## src/rtl/mtx_uart_pkg.sv

```systemverilog
// mtx_uart_pkg
//   Types and constants shared by the MTX512 host-link UART transmitter and
//   receiver.
//
//   uart_tx_state_t : transmit FSM states. PARITY exists only when the
//                     MTX_UART_TX_PARITY_EN macro is defined.
//   UART_DATA_BITS  : data bits per frame.
//   UART_IDLE_LEVEL : line level between frames (mark).
package mtx_uart_pkg;

  localparam int   UART_DATA_BITS  = 8;
  localparam logic UART_IDLE_LEVEL = 1'b1;

  typedef enum logic [2:0] {
    IDLE,
    START,
    DATA,
`ifdef MTX_UART_TX_PARITY_EN
    PARITY,
`endif
    STOP
  } uart_tx_state_t;

endpackage : mtx_uart_pkg

```

## src/rtl/mtx_uart_fifo.sv

```systemverilog
// mtx_uart_fifo
//   Synchronous FIFO buffering bytes ahead of the UART transmitter.
//   First-word fall-through: rd_data always shows the oldest entry.
//
//   Parameters : FIFO_DEPTH (power of two, 2..256), WIDTH (entry width).
//   Ports      : clk_sys, reset_n (async, active low)
//                push/wr_data  - enqueue; ignored while full
//                pop/rd_data   - dequeue; ignored while empty
//                full, empty   - registered occupancy flags
//                count         - occupancy, log2(FIFO_DEPTH)+1 bits
module mtx_uart_fifo #(
  parameter  int FIFO_DEPTH = 16,
  parameter  int WIDTH      = 8,
  localparam int PTR_W      = $clog2(FIFO_DEPTH),
  localparam int CNT_W      = PTR_W + 1
) (
  input  logic             clk_sys,
  input  logic             reset_n,
  input  logic             push,
  input  logic [WIDTH-1:0] wr_data,
  input  logic             pop,
  output logic [WIDTH-1:0] rd_data,
  output logic             full,
  output logic             empty,
  output logic [CNT_W-1:0] count
);

  logic [WIDTH-1:0] mem [FIFO_DEPTH];
  logic [PTR_W-1:0] wr_ptr;
  logic [PTR_W-1:0] rd_ptr;
  logic [CNT_W-1:0] count_d;
  logic             push_ok;
  logic             pop_ok;

  // A write while full is dropped even if a pop happens in the same cycle.
  assign push_ok = push && !full;
  assign pop_ok  = pop && !empty;
  assign rd_data = mem[rd_ptr];

  always_comb begin
    count_d = count;
    case ({push_ok, pop_ok})
      2'b10:   count_d = count + CNT_W'(1);
      2'b01:   count_d = count - CNT_W'(1);
      default: count_d = count;
    endcase
  end

  // NOTE: the storage array has no reset; entries are only read after being
  // written, so resetting them would only add reset fan-out.
  always_ff @(posedge clk_sys) begin
    if (push_ok) mem[wr_ptr] <= wr_data;
  end

  // Pointers wrap naturally because FIFO_DEPTH is a power of two.
  always_ff @(posedge clk_sys or negedge reset_n) begin
    if (!reset_n) begin
      wr_ptr <= '0;
      rd_ptr <= '0;
      count  <= '0;
      full   <= 1'b0;
      empty  <= 1'b1;
    end else begin
      if (push_ok) wr_ptr <= wr_ptr + PTR_W'(1);
      if (pop_ok)  rd_ptr <= rd_ptr + PTR_W'(1);
      count <= count_d;
      full  <= (count_d == CNT_W'(FIFO_DEPTH));
      empty <= (count_d == '0);
    end
  end

endmodule : mtx_uart_fifo

```

## src/rtl/mtx_uart_tx.sv

```systemverilog
// mtx_uart_tx
//   Host-link serial transmitter driving the board UART_TX pin. Bytes are
//   queued in mtx_uart_fifo and sent as start, 8 data bits LSB first,
//   optional parity, one stop bit. Bit period is (div+1) clocks; div is
//   latched when a byte is popped so mid-frame changes apply to the next frame.
//
//   Build option: define MTX_UART_TX_PARITY_EN to add the PARITY state and
//   the parity_odd port (parity_odd=0 gives even parity).
//
//   Ports: clk_sys, reset_n (async, active low)
//          div        - clocks per bit minus one
//          wr_en/wr_data - queue one byte per cycle
//          full/empty - FIFO status; busy - frame in progress
//          overflow   - sticky, set by a write while full; ovf_clr clears
//          tx         - serial line, idle high
//          parity_odd - parity sense (parity builds only)
module mtx_uart_tx
  import mtx_uart_pkg::*;
#(
  parameter int FIFO_DEPTH = 16,
  parameter int DIV_W      = 16
) (
  input  logic             clk_sys,
  input  logic             reset_n,
  input  logic [DIV_W-1:0] div,
  input  logic             wr_en,
  input  logic [7:0]       wr_data,
  output logic             full,
  output logic             empty,
  output logic             busy,
  output logic             overflow,
  input  logic             ovf_clr,
  output logic             tx
`ifdef MTX_UART_TX_PARITY_EN
  ,
  input  logic             parity_odd
`endif
);

  localparam int CNT_W = $clog2(FIFO_DEPTH) + 1;

  uart_tx_state_t      state_q, state_d;
  logic [DIV_W-1:0]    div_q;
  logic [DIV_W-1:0]    cnt_q, cnt_d;
  logic [7:0]          shift_q, shift_d;
  logic [2:0]          idx_q, idx_d;
  logic                tx_d;
  logic                pop;
  logic                bit_done;
  logic [7:0]          fifo_rd_data;
  logic [CNT_W-1:0]    fifo_count;
`ifdef MTX_UART_TX_PARITY_EN
  logic                par_q;
`endif

  mtx_uart_fifo #(
    .FIFO_DEPTH (FIFO_DEPTH),
    .WIDTH      (UART_DATA_BITS)
  ) u_fifo (
    .clk_sys (clk_sys),
    .reset_n (reset_n),
    .push    (wr_en),
    .wr_data (wr_data),
    .pop     (pop),
    .rd_data (fifo_rd_data),
    .full    (full),
    .empty   (empty),
    .count   (fifo_count)
  );

  assign bit_done = (cnt_q == '0);

  // NOTE: every signal is given a default before the case so no path leaves
  // it unassigned; this keeps the block purely combinational (no latches).
  always_comb begin
    state_d = state_q;
    cnt_d   = cnt_q;
    shift_d = shift_q;
    idx_d   = idx_q;
    pop     = 1'b0;

    // Every non-idle state shares one bit-period counter: reload from the
    // latched divisor when a bit ends, otherwise count down.
    if (state_q != IDLE) begin
      cnt_d = bit_done ? div_q : cnt_q - DIV_W'(1);
    end

    case (state_q)
      IDLE: begin
        if (fifo_count != '0) begin
          pop     = 1'b1;
          shift_d = fifo_rd_data;
          cnt_d   = div;
          state_d = START;
        end
      end
      START: begin
        if (bit_done) begin
          idx_d   = '0;
          state_d = DATA;
        end
      end
      DATA: begin
        if (bit_done) begin
          shift_d = shift_q >> 1;
          idx_d   = idx_q + 3'd1;
          if (idx_q == 3'(UART_DATA_BITS - 1)) begin
`ifdef MTX_UART_TX_PARITY_EN
            state_d = PARITY;
`else
            state_d = STOP;
`endif
          end
        end
      end
`ifdef MTX_UART_TX_PARITY_EN
      PARITY: begin
        if (bit_done) state_d = STOP;
      end
`endif
      STOP: begin
        if (bit_done) state_d = IDLE;
      end
      default: state_d = IDLE;
    endcase

    // tx is registered, so it is decoded from the next state.
    case (state_d)
      START:   tx_d = 1'b0;
      DATA:    tx_d = shift_d[0];
`ifdef MTX_UART_TX_PARITY_EN
      PARITY:  tx_d = par_q ^ parity_odd;
`endif
      default: tx_d = UART_IDLE_LEVEL;
    endcase
  end

  // NOTE: sequential state uses non-blocking assignments so every register
  // samples pre-edge values regardless of statement order.
  always_ff @(posedge clk_sys or negedge reset_n) begin
    if (!reset_n) begin
      state_q  <= IDLE;
      cnt_q    <= '0;
      div_q    <= '0;
      shift_q  <= '0;
      idx_q    <= '0;
      tx       <= UART_IDLE_LEVEL;
      busy     <= 1'b0;
      overflow <= 1'b0;
    end else begin
      state_q <= state_d;
      cnt_q   <= cnt_d;
      shift_q <= shift_d;
      idx_q   <= idx_d;
      tx      <= tx_d;
      busy    <= (state_d != IDLE);
      if (pop) div_q <= div;
      // Set has priority over clear.
      if (wr_en && full) overflow <= 1'b1;
      else if (ovf_clr)  overflow <= 1'b0;
    end
  end

`ifdef MTX_UART_TX_PARITY_EN
  // Parity of the popped byte, captured before the shift register consumes it.
  always_ff @(posedge clk_sys or negedge reset_n) begin
    if (!reset_n)  par_q <= 1'b0;
    else if (pop)  par_q <= ^fifo_rd_data;
  end
`endif

endmodule : mtx_uart_tx
```

## config.mk

```make
export PLATFORM = sky130hd
export DESIGN_NAME = mtx_uart_tx
export DESIGN_NICKNAME = d
export VERILOG_FILES = /design/src/rtl/mtx_uart_pkg.sv /design/src/rtl/mtx_uart_fifo.sv /design/src/rtl/mtx_uart_tx.sv
export SDC_FILE = /design/constraint.sdc
export NUM_CORES = 1
export LEC_CHECK = 0
export CAP_MARGIN = 20
export CORE_ASPECT_RATIO = 1.75
export CORE_MARGIN = 2
export CORE_UTILIZATION = 35
export CTS_CLUSTER_SIZE = 8
export DETAILED_ROUTE_END_ITERATION = 8
export PLACE_DENSITY_LB_ADDON = 0.1
export SLEW_MARGIN = 20
export SYNTH_ARGS = -nofsm -noshare
export SYNTH_HDL_FRONTEND = slang
export SYNTH_SLANG_ARGS = --single-unit
```

## constraint.sdc

```tcl
create_clock -name clk_sys -period 3.8 [get_ports clk_sys]
set_clock_uncertainty 0.05 [all_clocks]
set_input_delay 0.76 -clock clk_sys [delete_from_list [all_inputs] [get_ports clk_sys]]
set_output_delay 0.76 -clock clk_sys [all_outputs]
set_load 0.01 [all_outputs]
```

# After elaboration in Yosys (flattened, before gate mapping)
# Memory sizes are Yosys's and may differ from the RTL's.
# Index checks and enable logic that the tools add are counted.
[totals]
register_bits = 64
mem_bits_rw = 128
input_bits = 28
wordCells = 73
n_memories = 1
[memory_table]
columns = ["memory", "words", "word_bits", "rd", "rd_clocked_by_memory_dff", "wr", "line_no", "source"]
rows = [
  ["u_fifo.mem", 16, 8, 1, 0, 1, "mtx_uart_fifo.sv:28", "logic [WIDTH-1:0] mem [FIFO_DEPTH];"],
]
[op_classes]
add_sub_neg = 6
n_eq_ne = 12
mux = 24
reduce_logical = 16
[op_table]
columns = ["op", "count"]
rows = [
  ["2-to-1 mux 16 bit", 4],
  ["2-to-1 mux 3 bit", 7],
  ["logical NOT 16 bit", 1],
  ["2-to-1 mux 8 bit", 2],
  ["one-hot mux 8 bit (2 select lines)", 1],
  ["subtractor 16 x 1 -> 16 bit (second input constant)", 1],
  ["one-hot mux 3 bit (4 select lines)", 1],
  ["one-hot mux 5 bit (2 select lines)", 1],
  ["== test 3 x 2 -> 1 bit (second input constant)", 3],
  ["adder 4 x 1 -> 4 bit (second input constant)", 2],
  ["== test 3 x 1 -> 1 bit (second input constant)", 2],
  ["2-to-1 mux 1 bit", 6],
  ["inequality test 2 bit (second input constant)", 3],
  ["one-hot mux 3 bit (2 select lines)", 1],
  ["AND reduction 3 bit", 2],
  ["nonzero test 2 bit", 3],
  ["nonzero test 3 bit", 2],
  ["adder 5 x 1 -> 5 bit (second input constant)", 1],
  ["== test 5 bit (second input constant)", 1],
  ["logical NOT 5 bit", 1],
  ["nonzero test 5 bit", 1],
  ["subtractor 5 x 1 -> 5 bit (second input constant)", 1],
  ["adder 3 x 1 -> 3 bit (second input constant)", 1],
  ["== test 3 bit (second input constant)", 1],
  ["6 further kinds", 9],
]

# Longest topological paths before layout
[depth]
depth_word = 7
ltp_mapped = 12

# Modules after synthesis
# A second synthesis with hierarchy kept.
[hier_totals]
hier_cells = 530
hier_area_um2 = 8414.3
[by_module_without_submodules]
columns = ["mod", "instances", "cells_each", "area_each_um2"]
rows = [
  ["mtx_uart_fifo", 1, 276, 5761.8],
  ["mtx_uart_tx", 1, 254, 2652.5],
]

# Least setup slack after synthesis
# Ideal clock, no wire load.
[synth_timing]
path_kind = "register to register"
start = "register u_fifo.count[3]"
end = "register u_fifo.full"
setup_time_ps = 95
arrival_time_ps = 2851
required_time_ps = 3655
setup_slack_ps = 804
stages_incl_launch_ff = 13
n_path_buf = 1
cell_sequence = "dfrtp_1 -> clkbuf_1 -> nor2_1 -> nand2_1 -> nand2_1 -> nor2_1 -> ha_1 -> a21oi_1 -> nor2b_1 -> o2bb2ai_1 -> a31oi_1 -> mux2_2 -> nor4b_2"
[synth_between]
elab_chain_cells = 7
word_cells_on_any_way = 10
classes_between = "add/sub (2); eq/ne (3); mux (3); reduce/logical (2)"
[synth_rtl]
columns = ["item", "line_no", "source"]
rows = [
  ["from (decl)", "mtx_uart_fifo.sv:25", "output logic [CNT_W-1:0] count"],
  ["from (signal assigned)", "mtx_uart_fifo.sv:66", "count <= count_d;"],
  ["nonzero test 5 bit", "mtx_uart_tx.sv:90", "if (fifo_count != '0) begin"],
  ["2-to-1 mux 1 bit", "mtx_uart_tx.sv:90", ""],
  ["2-to-1 mux 1 bit", "mtx_uart_tx.sv:88", "case (state_q)"],
  ["logical AND 1 bit", "mtx_uart_fifo.sv:37", "assign pop_ok = pop && !empty;"],
  ["== test 2 x 1 -> 1 bit or == test 2 bit (tied branches)", "mtx_uart_fifo.sv:42", "case ({push_ok, pop_ok})"],
  ["one-hot mux 5 bit (2 select lines) (*)", "mtx_uart_fifo.sv:42", ""],
  ["== test 5 bit (*)", "mtx_uart_fifo.sv:67", "full <= (count_d == CNT_W'(FIFO_DEPTH));"],
  ["to (signal assigned)", "mtx_uart_fifo.sv:67", ""],
  ["to (decl)", "mtx_uart_fifo.sv:23", "output logic full,"],
]
# Mark *: on every way between the ends. The rest lies on a longest branch, timed or not.
# A chain may end at the register's enable or synchronous reset.

# Worst setup path in the final report
[layout_timing]
start = "register state_q[0]"
end = "register u_fifo.full"
[layout_between]
elab_chain_cells = 6
word_cells_on_any_way = 7
classes_between = "eq/ne (3); mux (2); reduce/logical (2)"
[layout_rtl]
columns = ["item", "line_no", "source"]
rows = [
  ["from (decl)", "mtx_uart_tx.sv:42", "uart_tx_state_t state_q, state_d;"],
  ["from (signal assigned)", "mtx_uart_tx.sv:151", "state_q <= state_d;"],
  ["logical NOT 3 bit (*)", "mtx_uart_tx.sv:88", ""],
  ["2-to-1 mux 1 bit (*)", "mtx_uart_tx.sv:88", ""],
  ["logical AND 1 bit (*)", "mtx_uart_fifo.sv:37", ""],
  ["== test 2 x 1 -> 1 bit or == test 2 bit (tied branches)", "mtx_uart_fifo.sv:42", ""],
  ["one-hot mux 5 bit (2 select lines) (*)", "mtx_uart_fifo.sv:42", ""],
  ["via u_fifo.count_d[4]", "mtx_uart_fifo.sv:31", "logic [CNT_W-1:0] count_d;"],
  ["== test 5 bit (*)", "mtx_uart_fifo.sv:67", ""],
]
# The timed path passes the listed nets; every way through them passes the cells marked *.

==> metrics.md <==
| Metric | Value |
|---|---|
| Pre-CTS WS | 453.3 ps |
| Skew-Pair Late Insertion Delay | 450 ps |
| Total Power | 7088 µW |
| Vias/cell | 5.154 |
| Router iterations before antenna repair | 4 |
| Initial antenna violation count | 0 |
| H-tree Lvls | 4 |
| DRC viols | 0 |
| Core ar. | 23330 µm² |
| Most used DFF post-synth | edfxtp_1 |
| Top-Level Pins | 33 |
| Inserted Clock Buffers | 17 |
| GR Overflow Total | 0 |
| Achievable clock frequency | 332.5 MHz |
| Max Cap Viol | 0 |
| Synth Warn # | 0 |
| Final WS setup | 792.7 ps |
| Die width | 120.7 µm |
| Starting Density | 0.3573 |
| CP arrival | 3300 ps |
| Die height | 208.2 µm |
| Most numerous cell in the Yosys netlist | edfxtp_1 |
| Largest stage delay, worst path | 550 ps |
| Slew HR | 0.3759 |
| RSZ-0062 raised after global routing | no |
| Layout fillers | 2173 |
| 1st-iter DRT viols | 234 |
| Hold_buf cts | 0 |
| CTS resizes | 0 |
| Post-synth cell types | 50 |
| Fraction of layout instances using a drive strength above 1 | 0.1629 |
| Cell count after synthesis | 565 |
| Num rows | 74 |
| Most area-consuming cells after synthesis | edfxtp_1 46%, dfrtp_1 19%, mux4_2 11% |
| Worst hold path class | register to register |
| Final GP Congestion | 0.7528 |
| Post-synth ARST share | 0.3333 |
| Largest area contributor in the netlist | edfxtp_1 |
| Final wirelength | 18.83 mm |
| Post-Route Utilization | 0.4140 |
| Clock root cell | clkbuf_16 |
| GRT Util Overall | 0.1633 |
| Fin. max-slew vios | 0 |
| Syn nets | 604 |
| Final setup viols | 0 |
| Setup bufs post-CTS | 0 |
| Layout overhead on the synthesized area | 15.88% |
| Hold Violations, Final | 0 |
| Nets | 640 |
| DR vias | 4731 |
| Vias in the first global route | 5233 |
| Mapped cell area | 8335 µm² |
| Worst Setup Path Type | register to register |
| Startpoint Class | register |
| Cell Area, Placed | 9005 µm² |
| Die ar. | 25110 µm² |
| CP endpoint kind | register |
| Outcome | completed |
| CP max FO | 8 |
| Largest net degree at the start of global routing | 65 |
| R2R Setup Slk | 790 ps |
| Fin area | 9659 µm² |
| Final Critical Period | 3007 ps |
| Register area share after synthesis | 0.6536 |
| CP Cell Sequence | or3_1 > a2111oi_4 > xor2_1 > ha_1 > nor2_1 > mux2_2 > nand3_1 > a21oi_2 > xor2_2 > nor4b_2 |
| Pwr Density | 733.8 nW/µm² |
| Global-route wire length before repair | 29.97 mm |
| Synth top area share | 0.4611 |
| Routed length per instance | 20.51 µm |
| LEAKAGE | 0.003556 µW |
| Register clock-pin slew on the reported worst setup and hold paths | 80 ps |
| Clk sinks | 192 |
| Mean area per synthesized cell | 14.75 µm² |
| Worst Tran Pin Value | 936.2 ps |
| Ratio of final minimum period to clock period | 0.7914 |
| Setup TNS | 0 ps |
| Slowest CP cell | or3_1 |
| Worst VDD drop | 0.3299 mV |
| Register bit total from synthesis | 192 |
| Most instantiated cells after synthesis | 128 x edfxtp_1, 81 x nand2_1, 62 x dfrtp_1, 40 x mux4_2, 27 x nor2_1 |
| Number of enable flip-flop cells after synthesis | 128 |
| IO buf count | 32 |
| Critical Path RT | 4100 ps |
| Post-DRT Antenna Nets | 0 |
| Diode count | 0 |
| CTS Buffer Depth | 2 |
| CTS tree | built |
| Detail Placement HPWL | 13.19 mm |
## flip-flops by register name, indices dropped and copies added (netlist names)
register       cells
u_fifo.empty       1
idx_q              3
tx                 1
u_fifo.full        1
shift_q            8
u_fifo.wr_ptr      4
overflow           1
u_fifo.count       5
div_q             16
u_fifo.rd_ptr      4
state_q            3
u_fifo.mem       128
cnt_q             16
busy               1
## worst max-delay path: cells and delay by family, from the launching register on
kind	cells	cell delay (ps)
and+or+nand+nor	4	1020
AOI/OAI and AO/OA	2	630
DFF	1	460
xor gates and xnor gates	2	330
adders and majority gates	1	250
muxes	1	160
## layout make-up
cell class              instances  area [µm²]  share of cell area
flip-flops and latches        192        5449              0.5641
multi-input cells             336        2740              0.2837
clock buffers                  17       425.4             0.04404
repair buffers                 42       390.4             0.04041
well taps                     304       380.4             0.03938
clock inverters                15       229.0             0.02370
inverters                      12       45.04            0.004663
## power by group
| group | switching [µW] | internal, µW |
|---|---|---|
| Clock | 815 | 1180 |
| Sequential | 390 | 2680 |
| Combinational | 1050 | 981 |
## path summary, 6_finish.rpt
path                       cells past startpoint               end       start
max in group asynchronous                      2  u_fifo.rd_ptr[0]     reset_n
setup / recovery                              10       u_fifo.full  state_q[0]
min in group asynchronous                      2          div_q[7]     reset_n
hold / removal                                 2         div_q[10]   div_q[10]
hold reg to reg                                2         div_q[10]   div_q[10]
setup reg to reg                              10       u_fifo.full  state_q[0]
## layout by cell type, fill, tap and decap left out, types with 4 or more instances in the layout
| master | count |
|---|---|
| inv_1 | 12 |
| nor2_1 | 27 |
| ha_1 | 11 |
| bufinv_16 | 5 |
| nor3_1 | 9 |
| nand2_1 | 81 |
| nand3_1 | 9 |
| a22oi_1 | 10 |
| dfrtp_1 | 61 |
| and2_1 | 17 |
| o211ai_1 | 8 |
| o22ai_1 | 5 |
| inv_6 | 5 |
| mux2i_1 | 15 |
| or3_1 | 4 |
| a21oi_1 | 12 |
| o21ai_0 | 20 |
| xor2_1 | 8 |
| mux4_2 | 40 |
| clkdlybuf4s50_1 | 31 |
| nand2b_1 | 4 |
| edfxtp_1 | 128 |
| mux2_2 | 5 |
| buf_4 | 10 |
| clkbuf_16 | 17 |
| xnor2_1 | 10 |
## cells by family (layout without fill, tap and decap cells)
kind of cell               Yosys count  count (layout)  synth area share
AOI/OAI and AO/OA                   69              69           0.05449
xor gates and xnor gates            19              19           0.02086
adders and majority gates           11              11           0.01651
buffers and inverters               37              86           0.01816
DFF                                192             192            0.6536
muxes                               60              60            0.1328
other                                1               1         0.0004499
and+or+nand+nor                    176             176            0.1031
## layer usage
layer,vias up,global-route usage,routed length (µm)
li1,2198,-,-
met1,2430,0.1623,6774
met2,74,0.3129,11000
met3,29,0.03865,453
met4,0,0.07217,604
met5,-,0,0
## through the flow
step | hold WS [ps] | instances
4_1_cts | 424.5 | 918
6_report | 420.2 | 918
2_1_floorplan | 390.4 | 565
5_1_grt | 450.5 | 918
3_3_place_gp | 403.8 | 886
3_5_place_dp | 407.1 | 886
Note: power is estimated with default switching activity, not from simulation.
